===== src/rtl/operand_fetch_ctrl_if.sv =====
// Bundle of the request, register-file, operand and writeback signals of operand_fetch_ctrl.
// master = the sequencer itself, slave = the surrounding decode/regfile/execute environment.
interface operand_fetch_ctrl_if #(
  parameter int DATA_W = 16,
  parameter int ADDR_W = 4
);
  logic              req_valid;
  logic              req_ready;
  logic [ADDR_W-1:0] req_srcA;
  logic [ADDR_W-1:0] req_srcB;
  logic [ADDR_W-1:0] req_dst;
  logic              req_wb;
  logic [ADDR_W-1:0] rf_rdAddrA;
  logic [ADDR_W-1:0] rf_rdAddrB;
  logic              rf_regdst;
  logic [DATA_W-1:0] rf_rdData;
  logic              op_valid;
  logic              op_ready;
  logic [DATA_W-1:0] opA;
  logic [DATA_W-1:0] opB;
  logic [ADDR_W-1:0] op_dst;
  logic              op_wb;
  logic              wb_valid;
  logic [ADDR_W-1:0] wb_addr;
  logic [DATA_W-1:0] wb_data;
  logic              rf_write;
  logic [ADDR_W-1:0] rf_wrAddr;
  logic [DATA_W-1:0] rf_wrData;

  modport master (
    input  req_valid, req_srcA, req_srcB, req_dst, req_wb, rf_rdData,
           op_ready, wb_valid, wb_addr, wb_data,
    output req_ready, rf_rdAddrA, rf_rdAddrB, rf_regdst, op_valid,
           opA, opB, op_dst, op_wb, rf_write, rf_wrAddr, rf_wrData
  );

  modport slave (
    output req_valid, req_srcA, req_srcB, req_dst, req_wb, rf_rdData,
           op_ready, wb_valid, wb_addr, wb_data,
    input  req_ready, rf_rdAddrA, rf_rdAddrB, rf_regdst, op_valid,
           opA, opB, op_dst, op_wb, rf_write, rf_wrAddr, rf_wrData
  );
endinterface


===== src/rtl/operand_fetch_ctrl.sv =====
// Two-cycle operand fetch sequencer with writeback scoreboard and RAW/WAW stalls.
// Optional same-cycle writeback forwarding is enabled by defining OFC_BYPASS_EN.
module operand_fetch_ctrl #(
  parameter int DATA_W = 16,
  parameter int ADDR_W = 4
) (
  input  logic                clk,
  input  logic                rst,
  operand_fetch_ctrl_if.master bus
);

  localparam int NREG = 1 << ADDR_W;

`ifdef OFC_BYPASS_EN
  localparam bit BYPASS = 1'b1;
`else
  localparam bit BYPASS = 1'b0;
`endif

  typedef enum logic [1:0] {IDLE, RD_A, RD_B, OUT} state_t;

  state_t            state_q, state_d;
  logic [ADDR_W-1:0] src_a_q, src_a_d;
  logic [ADDR_W-1:0] src_b_q, src_b_d;
  logic [ADDR_W-1:0] dst_q, dst_d;
  logic              wb_q, wb_d;
  logic [ADDR_W-1:0] rd_addr_a_q, rd_addr_a_d;
  logic [ADDR_W-1:0] rd_addr_b_q, rd_addr_b_d;
  logic              regdst_q, regdst_d;
  logic              req_ready_q, req_ready_d;
  logic              op_valid_q, op_valid_d;
  logic [DATA_W-1:0] op_a_q, op_a_d;
  logic [DATA_W-1:0] op_b_q, op_b_d;
  logic [NREG-1:0]   pending_q, pending_d;

  logic hit_a, hit_b, hit_dst;
  logic fwd_a, fwd_b, fwd_dst;
  logic set_en;

  // Forwarding only applies to a source that is actually pending.
  always_comb begin
    hit_a   = pending_q[src_a_q];
    hit_b   = pending_q[src_b_q];
    hit_dst = pending_q[dst_q];
    fwd_a   = BYPASS && bus.wb_valid && (bus.wb_addr == src_a_q) && hit_a;
    fwd_b   = BYPASS && bus.wb_valid && (bus.wb_addr == src_b_q) && hit_b;
    fwd_dst = BYPASS && bus.wb_valid && (bus.wb_addr == dst_q) && hit_dst;
  end

  always_comb begin
    state_d     = state_q;
    src_a_d     = src_a_q;
    src_b_d     = src_b_q;
    dst_d       = dst_q;
    wb_d        = wb_q;
    rd_addr_a_d = rd_addr_a_q;
    rd_addr_b_d = rd_addr_b_q;
    regdst_d    = regdst_q;
    req_ready_d = req_ready_q;
    op_valid_d  = op_valid_q;
    op_a_d      = op_a_q;
    op_b_d      = op_b_q;
    set_en      = 1'b0;

    case (state_q)
      IDLE: begin
        if (bus.req_valid) begin
          src_a_d     = bus.req_srcA;
          src_b_d     = bus.req_srcB;
          dst_d       = bus.req_dst;
          wb_d        = bus.req_wb;
          rd_addr_a_d = bus.req_srcA;
          regdst_d    = 1'b0;
          req_ready_d = 1'b0;
          state_d     = RD_A;
        end
      end
      RD_A: begin
        if (!hit_a || fwd_a) begin
          op_a_d      = fwd_a ? bus.wb_data : bus.rf_rdData;
          rd_addr_b_d = src_b_q;
          regdst_d    = 1'b1;
          state_d     = RD_B;
        end
      end
      RD_B: begin
        // Hold for a pending source B, or for our own destination still awaiting an older writeback.
        if (!((hit_b && !fwd_b) || (wb_q && hit_dst && !fwd_dst))) begin
          op_b_d     = fwd_b ? bus.wb_data : bus.rf_rdData;
          set_en     = wb_q;
          op_valid_d = 1'b1;
          state_d    = OUT;
        end
      end
      OUT: begin
        if (bus.op_ready) begin
          op_valid_d  = 1'b0;
          req_ready_d = 1'b1;
          state_d     = IDLE;
        end
      end
      default: state_d = IDLE;
    endcase
  end

  // Clear before set so that a same-cycle set on the same register wins.
  always_comb begin
    pending_d = pending_q;
    if (bus.wb_valid) pending_d[bus.wb_addr] = 1'b0;
    if (set_en)       pending_d[dst_q]       = 1'b1;
  end

  always_ff @(posedge clk) begin
    if (rst) begin
      state_q     <= IDLE;
      src_a_q     <= '0;
      src_b_q     <= '0;
      dst_q       <= '0;
      wb_q        <= 1'b0;
      rd_addr_a_q <= '0;
      rd_addr_b_q <= '0;
      regdst_q    <= 1'b0;
      req_ready_q <= 1'b1;
      op_valid_q  <= 1'b0;
      op_a_q      <= '0;
      op_b_q      <= '0;
      pending_q   <= '0;
    end else begin
      state_q     <= state_d;
      src_a_q     <= src_a_d;
      src_b_q     <= src_b_d;
      dst_q       <= dst_d;
      wb_q        <= wb_d;
      rd_addr_a_q <= rd_addr_a_d;
      rd_addr_b_q <= rd_addr_b_d;
      regdst_q    <= regdst_d;
      req_ready_q <= req_ready_d;
      op_valid_q  <= op_valid_d;
      op_a_q      <= op_a_d;
      op_b_q      <= op_b_d;
      pending_q   <= pending_d;
    end
  end

  assign bus.req_ready  = req_ready_q;
  assign bus.rf_rdAddrA = rd_addr_a_q;
  assign bus.rf_rdAddrB = rd_addr_b_q;
  assign bus.rf_regdst  = regdst_q;
  assign bus.op_valid   = op_valid_q;
  assign bus.opA        = op_a_q;
  assign bus.opB        = op_b_q;
  assign bus.op_dst     = dst_q;
  assign bus.op_wb      = wb_q;
  assign bus.rf_write   = bus.wb_valid & ~rst;
  assign bus.rf_wrAddr  = bus.wb_addr;
  assign bus.rf_wrData  = bus.wb_data;

endmodule

===== src/flat_wrapper.sv =====
// flat-port wrapper written by rule: the top's interface ports become plain ports
module operand_fetch_ctrl_flat 
#(
  parameter int DATA_W = 16,
  parameter int ADDR_W = 4
)
  (clk, rst, bus_req_valid, bus_req_srcA, bus_req_srcB, bus_req_dst, bus_req_wb, bus_rf_rdData, bus_op_ready, bus_wb_valid, bus_wb_addr, bus_wb_data, bus_req_ready, bus_rf_rdAddrA, bus_rf_rdAddrB, bus_rf_regdst, bus_op_valid, bus_opA, bus_opB, bus_op_dst, bus_op_wb, bus_rf_write, bus_rf_wrAddr, bus_rf_wrData);
  operand_fetch_ctrl_if #(.DATA_W(DATA_W), .ADDR_W(ADDR_W)) bus_i ();
  input  logic clk;
  input  logic rst;
  input wire logic [$bits(bus_i.req_valid)-1:0] bus_req_valid;
  input wire logic [$bits(bus_i.req_srcA)-1:0] bus_req_srcA;
  input wire logic [$bits(bus_i.req_srcB)-1:0] bus_req_srcB;
  input wire logic [$bits(bus_i.req_dst)-1:0] bus_req_dst;
  input wire logic [$bits(bus_i.req_wb)-1:0] bus_req_wb;
  input wire logic [$bits(bus_i.rf_rdData)-1:0] bus_rf_rdData;
  input wire logic [$bits(bus_i.op_ready)-1:0] bus_op_ready;
  input wire logic [$bits(bus_i.wb_valid)-1:0] bus_wb_valid;
  input wire logic [$bits(bus_i.wb_addr)-1:0] bus_wb_addr;
  input wire logic [$bits(bus_i.wb_data)-1:0] bus_wb_data;
  output wire logic [$bits(bus_i.req_ready)-1:0] bus_req_ready;
  output wire logic [$bits(bus_i.rf_rdAddrA)-1:0] bus_rf_rdAddrA;
  output wire logic [$bits(bus_i.rf_rdAddrB)-1:0] bus_rf_rdAddrB;
  output wire logic [$bits(bus_i.rf_regdst)-1:0] bus_rf_regdst;
  output wire logic [$bits(bus_i.op_valid)-1:0] bus_op_valid;
  output wire logic [$bits(bus_i.opA)-1:0] bus_opA;
  output wire logic [$bits(bus_i.opB)-1:0] bus_opB;
  output wire logic [$bits(bus_i.op_dst)-1:0] bus_op_dst;
  output wire logic [$bits(bus_i.op_wb)-1:0] bus_op_wb;
  output wire logic [$bits(bus_i.rf_write)-1:0] bus_rf_write;
  output wire logic [$bits(bus_i.rf_wrAddr)-1:0] bus_rf_wrAddr;
  output wire logic [$bits(bus_i.rf_wrData)-1:0] bus_rf_wrData;
  assign bus_i.req_valid = bus_req_valid;
  assign bus_i.req_srcA = bus_req_srcA;
  assign bus_i.req_srcB = bus_req_srcB;
  assign bus_i.req_dst = bus_req_dst;
  assign bus_i.req_wb = bus_req_wb;
  assign bus_i.rf_rdData = bus_rf_rdData;
  assign bus_i.op_ready = bus_op_ready;
  assign bus_i.wb_valid = bus_wb_valid;
  assign bus_i.wb_addr = bus_wb_addr;
  assign bus_i.wb_data = bus_wb_data;
  assign bus_req_ready = bus_i.req_ready;
  assign bus_rf_rdAddrA = bus_i.rf_rdAddrA;
  assign bus_rf_rdAddrB = bus_i.rf_rdAddrB;
  assign bus_rf_regdst = bus_i.rf_regdst;
  assign bus_op_valid = bus_i.op_valid;
  assign bus_opA = bus_i.opA;
  assign bus_opB = bus_i.opB;
  assign bus_op_dst = bus_i.op_dst;
  assign bus_op_wb = bus_i.op_wb;
  assign bus_rf_write = bus_i.rf_write;
  assign bus_rf_wrAddr = bus_i.rf_wrAddr;
  assign bus_rf_wrData = bus_i.rf_wrData;
  operand_fetch_ctrl #(.DATA_W(DATA_W), .ADDR_W(ADDR_W)) u_core (.clk(clk), .rst(rst), .bus(bus_i));
endmodule

===== config.mk =====
export PLATFORM = sky130hd
export DESIGN_NAME = operand_fetch_ctrl_flat
export DESIGN_NICKNAME = d
export VERILOG_FILES = /design/src/rtl/operand_fetch_ctrl_if.sv /design/src/rtl/operand_fetch_ctrl.sv /design/src/flat_wrapper.sv
export SDC_FILE = /design/constraint.sdc
export NUM_CORES = 1
export LEC_CHECK = 0
export CORE_MARGIN = 2
export CORE_UTILIZATION = 25
export CTS_CLUSTER_SIZE = 16
export DETAILED_ROUTE_END_ITERATION = 10
export GPL_ROUTABILITY_DRIVEN = 0
export PLACE_DENSITY = 0.55
export SYNTH_ARGS = -nofsm -noshare
export SYNTH_HDL_FRONTEND = slang
export SYNTH_SLANG_ARGS = --single-unit

===== constraint.sdc =====
create_clock -name clk -period 2.05 [get_ports clk]
set_input_delay 0.41 -clock clk [delete_from_list [all_inputs] [get_ports clk]]
set_output_delay 0.41 -clock clk [all_outputs]
set_load 0.005 [all_outputs]

Word level (Yosys, flattened, before mapping). Index checks and enable logic that the tools add are counted.

Word-level logic and storage cells: 74. Flip-flop bits (word level): 70. Output and inout port bits: 69. Bits of input ports: 54.

Bitwise operators: 7. Muxes and demuxes: 27. Reductions and logical operators: 15. Order comparisons: 6. Equal/unequal tests: 7.

Operators with widths (count): two-way mux 16 bit (2); less-than comparator 4 x 5 -> 1 bit, second input constant (4); bitwise AND 16 bit (1); inverter 16 bit (1); OR 16 bit (1); binary-select mux 1 bit (select 4 bit) (3); two-way mux 1 bit (12); AND reduction 3 bit (3); demux 1 bit (select 4 bit) (2); greater-or-equal comparator 4 x 1 -> 1 bit, second input constant (2); two-way mux 2 bit (4); inequality test 2 bit, second input constant (4); one-hot mux 2 bit (4 select lines) (1); one-hot mux 1 bit (2 select lines) (3); AND reduction 2 bit (3); nonzero test 2 bit (3); == test 2 bit, second input constant (2); AND reduction 4 bit (1); logical AND 1 bit (3); inverter 1 bit (3); == test 2 x 1 -> 1 bit, second input constant (1); logical NOT 2 bit (1); bitwise AND 1 bit (1); logical OR 1 bit (1).

Depth between registers and ports, before layout.
Depth after elaboration: 9. Depth in mapped cells: 8. Mapped depth without buffers: 6.

Worst setup path after synthesis. No wires, ideal clock.

Kind: flip-flop to flip-flop. Start point: register u_core.src_a_q[0]. End point: register u_core.state_q[0]. Arrival time: 2.007 ns. Cell stages (with the launch flop): 7. Clock period less this slack: 2.093 ns. Setup time: 0.086 ns. Data required time: 1.964 ns. Slack: -0.043 ns. Path buffers: 1. Cells stage by stage: dfxtp_1 clkbuf_1 mux4_2 a22oi_1 nand3_1 a221o_1 a211oi_1.

Longest elaborated chain between the ends: 4.

Ends and longest elaborated chain: start, declared (RTL line operand_fetch_ctrl.sv:23) `logic [ADDR_W-1:0] src_a_q, src_a_d;`; start signal, assigned (RTL line operand_fetch_ctrl.sv:130) `src_a_q <= src_a_d;`; binary-select mux 1 bit (select 4 bit) (RTL line operand_fetch_ctrl.sv:42) `hit_a = pending_q[src_a_q];`; two-way mux 1 bit (implied by the code) (RTL line operand_fetch_ctrl.sv:42); inequality test 2 bit (no source line); AND reduction 4 bit (no source line); end signal, assigned (RTL line operand_fetch_ctrl.sv:129) `state_q <= state_d;`; end, declared (RTL line operand_fetch_ctrl.sv:22) `state_t state_q, state_d;`.

Every way passes these cells. The select of a mux whose other input is x is not followed. A chain may end at the register's enable or synchronous reset.

Worst setup path in the final report.
Start point: register u_core.src_b_q[0]. End point: register u_core.pending_q[1].

Longest elaborated chain between the ends: 6.

Ends and longest elaborated chain: start, declared (RTL line operand_fetch_ctrl.sv:24) `logic [ADDR_W-1:0] src_b_q, src_b_d;`; start signal, assigned (RTL line operand_fetch_ctrl.sv:131) `src_b_q <= src_b_d;`; binary-select mux 1 bit (select 4 bit) (RTL line operand_fetch_ctrl.sv:43) `hit_b = pending_q[src_b_q];`; two-way mux 1 bit (implied by the code) (RTL line operand_fetch_ctrl.sv:43); logical OR 1 bit (RTL line operand_fetch_ctrl.sv:88) `if (!((hit_b && !fwd_b) || (wb_q && hit_dst && !fwd_dst))) begin`; two-way mux 1 bit (RTL line operand_fetch_ctrl.sv:88); two-way mux 1 bit (RTL line operand_fetch_ctrl.sv:65) `case (state_q)`; two-way mux 16 bit (RTL line operand_fetch_ctrl.sv:110) `if (set_en) pending_d[dst_q] = 1'b1;`; end signal, assigned (RTL line operand_fetch_ctrl.sv:141) `pending_q <= pending_d;`; end, declared (RTL line operand_fetch_ctrl.sv:34) `logic [NREG-1:0] pending_q, pending_d;`.

Every way passes these cells. The select of a mux whose other input is x is not followed.

==> metrics.txt <==
Worst-Margin Slew 0.7319 ns; sequential share of power 35.8%; Setup violations, final 0; largest cells by area after synthesis dfxtp_1, a21oi_1, mux2i_1; final hold slack 0.4845 ns; Slew Limit Fails 0; Clock Pin Slew Worst Setup and Hold Paths 0.06 ns; clock latency at the later pin of the worst-skew pair 0.33 ns; DRC 0; flops & latches, synth 70; cell row count 42; hold_sp u_core.bus.opB[10]; NetSw 1.607 mW; CP Class reg -> reg; grt total ovfl 0; Placed Area 4387 µm²; critical path, cell by cell mux4_1 > a22oi_2 > and4_4 > buf_12 > nand4_1 > a21oi_1; Die X-Extent 120.1 µm; WL/cell 15.30 µm; Seq/Total Area, Yosys 41.60%; CP startpoint u_core.src_b_q[0]; top cell type's share of synthesized area 41.60%; post-synth top area cell dfxtp_1; P_leak 1.736 nW; slowest CP cell mux4_1; Layout Nets 504; data arrival time of the critical path 2.24 ns; Pre-antenna DRT Iters 4; number of global-route vias before repair 2922; Power per Cell Area 1058 nW/µm²; Cell variety after synth 37; initial antenna violation count 0; Synth warnings 0; crit start category register; Final Instance Area 4743 µm²; CTS tree yes; Synthesized Nets 426; CP Data Required Time 2.30 ns; Initial Util 25.54%; Final Cycle Share 97.23%; share of cells above drive strength 1 14.22%; Critical Path Max Stage Delay 0.59 ns; TritonCTS Buffers 9; core area 13190 µm²; Fin. Hold Viols 0; worst hold path type reg -> reg; utilization after layout 35.96%; origin of the critical flop-to-flop path u_core.src_b_q[0]; vias after detailed routing 2991; total die area 14420 µm²; H-Tree Level Count 3; worst vdd ir 0.4261 mV; die extent in y 120.1 µm; DRT antenna net count 0; Avg Cell Area, Syn 9.178 µm²; Synth Cell Area 3368 µm²; Worst Clk Skew 0.006513 ns; root buf cell clkbuf_16; DR iter-0 viols 352; largest net degree at the start of global routing 72; Gate Count Post-Synth 367; Cells after DPL 606; Clk network pwr share 28.5%; CP max FO 16; Post-Layout Cell Count 626; Min Clock Period, post-route 1.993 ns; GRT Total Usage 13.19%; outcome complete, no violations; CP Capture Type register; I/O Buffers 90; post-DR vias/cell 4.778; # diodes 0; Gate power share 35.7%; maxcap violations 0; global-route wire length before repair 15010 µm; internal cell power 3.412 mW; sw frac 32.01%; clock sinks 70; setup TNS 0 ns; I/O pin cnt 123; drt total wl 9579 µm; RSZ-0062 raised after global routing true; slew margin rel. 51.21%; dpl hpwl 6927 µm; CTS Buffer Depth 2; post-cts hold buffer count 0; f_max 0.5017 GHz; Layout Area Growth over Synthesis 40.82%
-- path summary, 6_finish.rpt --
kind | cells after the start | endpoint | slack, ns
min reg2reg | 2 | u_core.bus.opB[10] | 0.48
max reg2reg | 6 | u_core.pending_q[1] | 0.06
max | 6 | u_core.pending_q[1] | 0.06
min | 2 | u_core.bus.opB[10] | 0.48
-- flip-flops by register name (all words and copies together), names as in the netlist, 2 cells and up --
name / count
u_core.src_b_q: 4
u_core.bus.opA: 16
u_core.pending_q: 16
u_core.bus.op_dst: 4
u_core.src_a_q: 4
u_core.state_q: 2
u_core.bus.opB: 16
u_core.bus.rf_rdAddrB: 4
-- repair_timing --
| action | 4_1_cts | 5_1_grt |
|---|---|---|
| pin swaps | 0 | 11 |
| resized for setup | 6 | 12 |
| setup buffers | 0 | 3 |
| gates cloned | 0 | 1 |
| setup endpoints to repair | 35 | 41 |
-- worst max-delay path, delay by kind of cell (launching register included) --
family / cells / cell delay (ns)
AOI/OAI and AO/OA: 2 / 0.37
DFF: 1 / 0.39
muxes: 1 / 0.59
and+or+nand+nor: 2 / 0.42
buffers and inverters: 1 / 0.15
-- per-stage QoR --
step / setup WS [ns] / total power [mW]
finish: 0.05674 / 5.018
global route: -0.04553 / 5.330
CTS: 0.0003062 / 4.990
detailed placement: -0.1455 / 3.503
global placement: -0.06411 / 3.466
floorplan: 0.01414 / 2.701
-- synth_stat cells --
cell type  number
and3_1          1
mux2i_1        21
buf_2           3
and2b_2         1
mux4_1          3
o21bai_1        1
inv_1           5
a21oi_1        50
dfxtp_1        70
or2_2           1
a22oi_2         4
or3b_2          1
buf_1           1
buf_6           2
and4_2          1
nor2b_1         5
buf_4          23
a221o_1         1
nand2_1        29
a211oi_1        1
nand3_1        19
nor3b_1         1
a41oi_1         1
o21ai_0        33
nor3_1          1
nand2b_1        5
nor2_1         23
nand4_4         1
nand3b_1        3
nand4_1        17
clkbuf_1       17
a2111oi_0       2
and2_1          3
and3b_1         2
a22oi_1         1
ha_1            5
mux4_2          9
-- power by group through the flow --
| stage | clock, mW | sequential (mW) | combinational (mW) |
|---|---|---|---|
| final | 1.43 | 1.80 | 1.79 |
| after global routing | 1.54 | 1.83 | 1.96 |
| after CTS | 1.48 | 1.80 | 1.71 |
| after detailed placement | 0 | 1.82 | 1.68 |
| after global placement | 0 | 1.81 | 1.66 |
| after floorplan | 0 | 1.77 | 0.931 |
-- area by class of cell --
type / instances / area [µm²]
fill: 1341 / 8447
tap: 176 / 220.2
clock inverter: 5 / 35.03
timing repair buffer: 113 / 1131
sequential: 70 / 1413
clock buffer: 11 / 242.7
inverter: 5 / 18.77
multi-input combinational: 246 / 1683
-- per-layer routing --
metal / track usage, % / wire length, µm / part of all wire, %
met4: 5.074 / 133 / 1.4
met1: 16.66 / 4226 / 44
met5: 0 / 0 / 0
met2: 21.52 / 4572 / 48
met3: 3.422 / 646 / 6.7
-- cells by family (layout without fill, tap and decap cells) --
group                    after synthesis  after routing  share of synthesized area (%)
adder cells (fa/ha/maj)                5              5                          1.857
flip-flops                            70             70                          41.60
buffers and inverters                 51            134                          8.804
multiplexers                          33             33                          14.60
AND/OR/NAND/NOR                      114            114                          17.57
AO/OA/AOI/OAI                         94             94                          15.57
-- cell usage in the layout (no fill, tap or decap), drive strengths merged, types with 4 or more instances in the layout --
cell,n
nand2,29
a21oi,50
buf,23
mux4,12
nand2b,5
clkbuf,12
a22oi,5
clkinvlp,4
dfxtp,70
ha,5
nor2,23
nand3,19
inv,5
o21ai,33
mux2i,21
clkdlybuf4s50,89
nor2b,5
nand4,18
Note: power is estimated with default switching activity, not from simulation.
